===== config.mk =====
export PLATFORM = sky130hd
export DESIGN_NAME = vid_timing_gen
export DESIGN_NICKNAME = d
export VERILOG_FILES = /design/src/rtl/vid_timing_gen.sv
export SDC_FILE = /design/constraint.sdc
export NUM_CORES = 1
export LEC_CHECK = 0
export CAP_MARGIN = 20
export CORE_MARGIN = 4
export CORE_UTILIZATION = 30
export CTS_CLUSTER_DIAMETER = 50
export DETAILED_ROUTE_END_ITERATION = 10
export DONT_BUFFER_PORTS = 1
export PLACE_DENSITY = 0.5
export SYNTH_ARGS = -nofsm -noshare
export SYNTH_HDL_FRONTEND = slang
export SYNTH_SLANG_ARGS = --single-unit

===== constraint.sdc =====
create_clock -name clk -period 4.9 [get_ports clk]
set_clock_uncertainty 0.15 [all_clocks]
set_input_delay 0.49 -clock clk [delete_from_list [all_inputs] [get_ports clk]]
set_output_delay 0.49 -clock clk [all_outputs]
set_load 0.01 [all_outputs]

===== src/rtl/vid_timing_gen.sv =====
// rtl/vid_timing_gen.sv - raster timing generator with registered sync/de/coordinate outputs
// Outputs are decoded from the counter position before each enabled edge, so they lag h_cnt/v_cnt by one.
module vid_timing_gen #(
  parameter int H_ACTIVE = 640,
  parameter int H_FP     = 16,
  parameter int H_SYNC   = 96,
  parameter int H_BP     = 48,
  parameter int V_ACTIVE = 480,
  parameter int V_FP     = 10,
  parameter int V_SYNC   = 2,
  parameter int V_BP     = 33,
  parameter bit HS_POL   = 1'b0,
  parameter bit VS_POL   = 1'b0,
  parameter int CNT_W    = 12
) (
  input  logic             clk,
  input  logic             rst,
  input  logic             en,
  output logic             frame_vsync,
  output logic             frame_hsync,
  output logic             frame_de,
  output logic [CNT_W-1:0] pix_x,
  output logic [CNT_W-1:0] pix_y,
  output logic             frame_start,
  output logic             line_start
);

  localparam int H_TOTAL = H_ACTIVE + H_FP + H_SYNC + H_BP;
  localparam int V_TOTAL = V_ACTIVE + V_FP + V_SYNC + V_BP;

  localparam logic [CNT_W-1:0] H_LAST = CNT_W'(H_TOTAL - 1);
  localparam logic [CNT_W-1:0] V_LAST = CNT_W'(V_TOTAL - 1);
  localparam logic [CNT_W-1:0] H_ACT  = CNT_W'(H_ACTIVE);
  localparam logic [CNT_W-1:0] V_ACT  = CNT_W'(V_ACTIVE);
  localparam logic [CNT_W-1:0] HS_BEG = CNT_W'(H_ACTIVE + H_FP);
  localparam logic [CNT_W-1:0] HS_END = CNT_W'(H_ACTIVE + H_FP + H_SYNC);
  localparam logic [CNT_W-1:0] VS_BEG = CNT_W'(V_ACTIVE + V_FP);
  localparam logic [CNT_W-1:0] VS_END = CNT_W'(V_ACTIVE + V_FP + V_SYNC);

  logic [CNT_W-1:0] h_cnt;
  logic [CNT_W-1:0] v_cnt;
  logic             de_d;
  logic             hs_d;
  logic             vs_d;

  always_comb begin
    de_d = (h_cnt < H_ACT) && (v_cnt < V_ACT);
    hs_d = (h_cnt >= HS_BEG && h_cnt < HS_END) ? HS_POL : ~HS_POL;
    // v_cnt only moves when h_cnt wraps, so vsync edges land on whole lines
    vs_d = (v_cnt >= VS_BEG && v_cnt < VS_END) ? VS_POL : ~VS_POL;
  end

  always_ff @(posedge clk) begin
    if (rst) begin
      h_cnt       <= '0;
      v_cnt       <= '0;
      frame_de    <= 1'b0;
      frame_hsync <= ~HS_POL;
      frame_vsync <= ~VS_POL;
      pix_x       <= '0;
      pix_y       <= '0;
      frame_start <= 1'b0;
      line_start  <= 1'b0;
    end else if (en) begin
      if (h_cnt == H_LAST) begin
        h_cnt <= '0;
        v_cnt <= (v_cnt == V_LAST) ? '0 : v_cnt + CNT_W'(1);
      end else begin
        h_cnt <= h_cnt + CNT_W'(1);
      end
      frame_de    <= de_d;
      frame_hsync <= hs_d;
      frame_vsync <= vs_d;
      pix_x       <= de_d ? h_cnt : '0;
      pix_y       <= de_d ? v_cnt : '0;
      frame_start <= de_d && (h_cnt == '0) && (v_cnt == '0);
      line_start  <= de_d && (h_cnt == '0);
    end
  end

endmodule


Word-level counts from Yosys, hierarchy flattened. Index checks and enable logic that the tools add are counted.

Logic and storage cells: 33. Bits in latches: 0. Memories: 0. Input bits: 3. Bits in registers: 53. Output and inout port bits: 29. ROM bits: 0. RAM bits: 0.

$lt $le $gt $ge: 6. Shift-type cells: 0. Reduce and logical (&&, ||, !) cells: 8. Add/sub/neg operators: 2. Equal/unequal tests: 2. Bitwise logic cells: 0. Multipliers: 0. Mux-type cells: 6. Div/mod/pow operators: 0.

Operator list (count): two-way mux 12 bit (4); adder 12 x 1 -> 12 bit, second input constant (2); equality test 12 x 10 -> 1 bit, second input constant (2); zero test 12 bit (2); < comparator 12 x 10 -> 1 bit, second input constant (2); < comparator 12 x 9 -> 1 bit, second input constant (2); >= comparator 12 x 10 -> 1 bit, second input constant (1); >= comparator 12 x 9 -> 1 bit, second input constant (1); logical AND 1 bit (5); two-way mux 1 bit (2); AND reduction 2 bit (1).

Logic depth before layout (Yosys ltp).
Depth after elaboration: 4. Mapped depth: 7. Mapped depth without buffers: 6.

Worst setup path after synthesis. No wires, ideal clock.

Path type: register to register. Start: register h_cnt[5]. End: register v_cnt[9]. Required time: 4.617 ns. Arrival: 1.988 ns. Buffers on the path: 3. Clock period less this slack: 2.271 ns. Setup slack: 2.629 ns. Library setup time: 0.133 ns. Stages on the path, launching flop included: 8. Cells stage by stage: dfxtp_1 buf_6 or4_4 or4_4 buf_6 buf_2 o31ai_1 a21oi_1.

Word-level cells in the longest chain between the ends: 2.

Ends and longest elaborated chain: from (decl) (line 40) `logic [CNT_W-1:0] h_cnt;`; from (signal assigned) (line 69) `h_cnt <= h_cnt + CNT_W'(1);`; equality test 12 x 10 -> 1 bit (line 65) `if (h_cnt == H_LAST) begin`; AND reduction 2 bit (no source line); to (signal assigned) (line 67) `v_cnt <= (v_cnt == V_LAST) ? '0 : v_cnt + CNT_W'(1);`; to (decl) (line 41) `logic [CNT_W-1:0] v_cnt;`.

Every way passes these cells. A chain may end at the register's enable or synchronous reset.

Worst setup path after layout.
Start: register h_cnt[0]. End: register v_cnt[9].

Same word-level chain as after synthesis.

==> flow_summary.ini <==
[finish]
n_antenna_cell = 0
syn2layout_area_growth_pct = 6.96
drive_gt1_frac = 0.0658
fillers = 800
nets = 249

[clock_tree]
cts-root-buf = clkbuf_8
cts_tree = done
insertion_delay_ns = 0.29
post_cts_buffers = 0
htree_levels = 2
cts_resized = 0
clkSlewWorstSetupHoldPaths_ns = 0.09
cts_buffers = 5
hold_buffers = 0
cts_num_sinks = 53
cts_max_path_buffers = 2

[setup_path]
crit_chain = ha_1 > nand4_1 > or4_4 > or4_1 > a21oi_1
cpPeakStageDelay_ns = 0.73
crit_start = h_cnt[0]
critPathRequiredTime_ns = 4.98
worst_setup_path_end_kind = flip-flop
startpoint_type = flip-flop
critPathKind = reg -> reg
crit_fanout = 24
critPathSlowestCell = or4_4
worstReg2RegStart = h_cnt[0]
cp.arrival_ns = 2.57

[sta]
maxSlewHeadroom = 0.437
rsz0062_at_grt = no
fin_crit_sh = 0.507
whs_ns = 0.116
tns_ns = 0
hold_viol_final = 0
drv_slew = 0
period_minus_slack_ns = 2.48
setup_viol = 0
clock.fmax_mhz = 402
tightest_slew_ns = 0.845

[die]
die_y_um = 94.9
io_pins = 32
dieArea_um2 = 9010
die_w_um = 94.9
coreArea_um2 = 7290
start_util = 0.311
row_count = 31

[global_routing]
track_usage = 0.119
antenna_found_initial = 0
grt_start_max_net_pins = 31
grt_pass1_vias = 1679
grt_overflow = 0
grt_pass1_wl_um = 8610

[synthesis]
ys_seq_area_frac = 0.468
synth_top_area_frac = 0.468
synth_top_family_by_area = simple AND/OR/NAND/NOR gates
synth_cells = 255
synth_nets = 262
avgSynthCellArea_um2 = 8.89
synth_edf_count = 0
ys_types = 40
yosysWarnings = 0
synth_largest_area_cell = dfxtp_1
synth_seq_cells = 53
synth_compound_area_frac = 0.152
syn_area_um2 = 2270
synthTopCellsByArea = dfxtp_1 (47%), a32oi_1 (7.0%), nor2_1 (6.1%)
synthFlopType = dfxtp_1
synth-xor-area-share = 0.0425
asyncSetResetFlopFracSynth = 0
synthAdderAreaFrac = 0.0221
yosys.area_share.simple = 0.258
synth.area.mux_share = 0.00442

[status]
outcome = completed

[power]
power_frac_comb = 0.030
p_sw_uw = 155
power_density_nw_per_um2 = 316
pwr-share-clk = 0.393
p_total_uw = 766
switching_share = 0.203
power_leakage_uw = 0.000806
max-vdd-ir-drop_v = 0.000215
p_seq_frac = 0.577
p_int_uw = 611

[routing]
wirelength_um = 5170
avgViaCountPerCell = 5.25
drt-wirelength-per-cell_um = 15.1
final_antenna_net_count = 0
dr.pass1.iters = 4
drtIter0Drc = 74
vias = 1795
drc = 0

[place]
hpwl_um = 3410
gp_congestion = 0.743
numPortBuffers = 0

[worst_hold_path]
hold_path_class = in -> reg
min_from = rst

[job]
maxCapViolCount = 0
-- critical path: cells and delay by family, from the launching register on --
family,cells,cell delay [ns]
simple gates,3,1.52
flops,1,0.41
compound gates,1,0.14
fa+ha+maj,1,0.20
-- cell families after synthesis --
group,count (synthesis)
AOI/OAI and AO/OA,49
DFF,53
buffers and inverters,27
adders and majority gates,4
muxes,1
and+or+nand+nor,110
xor gates and xnor gates,11
-- metal layers --
layer,share of wire,up-vias,global-route usage
li1,-,897,-
met1,0.52,858,0.178
met2,0.42,36,0.169
met3,0.042,4,0.0295
met4,0.011,0,0.0325
met5,0,-,0
-- power by group through the flow --
stage / clock network, uW / registers [uW] / logic [uW]
final: 301 / 442 / 22.8
after global routing: 330 / 443 / 26.0
after CTS: 313 / 442 / 23.4
after detailed placement: 0 / 452 / 23.1
after global placement: 0 / 452 / 23.5
after floorplan: 0 / 451 / 22.4
-- area by class of cell --
| type | instances | area, um2 | share of cell area |
|---|---|---|---|
| clock buffer | 7 | 86.3 | 0.0356 |
| clock inverter | 1 | 30.0 | 0.0124 |
| inverter | 6 | 22.5 | 0.00929 |
| multi-input combinational | 175 | 1090 | 0.451 |
| sequential | 53 | 1060 | 0.438 |
| tap | 99 | 124 | 0.0511 |
| timing repair buffer | 1 | 7.51 | 0.00310 |
-- Yosys cell counts (5+ instances only) --
master and number:
a21oi_1 14, or4_1 6, xor2_1 6, o21ai_0 7, inv_1 6, and2_1 5, nor2_1 37, clkbuf_1 18
nand3_1 9, or3_1 7, nand2_1 14, dfxtp_1 53, a32oi_1 18, xnor2_1 5, nand4_1 9
-- stage by stage --
step	setup WS (ns)	std cells	util	instance area [um2]
after global routing	2.24	342	0.332	2420
after CTS	2.41	342	0.332	2420
after detailed placement	2.44	334	0.316	2310
after floorplan	2.63	255	-	2270
after global placement	2.48	334	0.316	2310
final	2.42	342	0.332	2420
-- path summary, 6_finish.rpt --
kind                                  to  slack (ns)  depth (start not counted)
worst min-delay path            pix_x[4]        0.12                          1
worst max-delay path            v_cnt[9]        2.42                          5
worst max register to register  v_cnt[9]        2.42                          5
worst min register to register  pix_x[8]        0.37                          2
-- cell usage in the layout, fill, tap and decap left out, types with 2 or more instances in the layout --
cell type and n:
a21oi_1 14, a32oi_1 18, and2_1 5, and3_1 3, and4_1 3, clkbuf_8 6
dfxtp_1 53, ha_1 4, inv_1 6, nand2_1 14, nand3_1 9, nand4_1 9
nor2_1 37, nor3_1 3, nor4_1 2, o21ai_0 7, o31ai_1 4, or3_1 7
or4_1 6, or4_4 2, xnor2_1 5, xor2_1 6
-- flip-flops by register name, indices dropped and copies added (netlist names) --
| signal | count |
|---|---|
| h_cnt | 12 |
| pix_x | 12 |
| pix_y | 12 |
| v_cnt | 12 |
| frame_de | 1 |
| frame_hsync | 1 |
| frame_start | 1 |
| frame_vsync | 1 |
| line_start | 1 |
No activity file was read; power rests on OpenSTA's default activity.
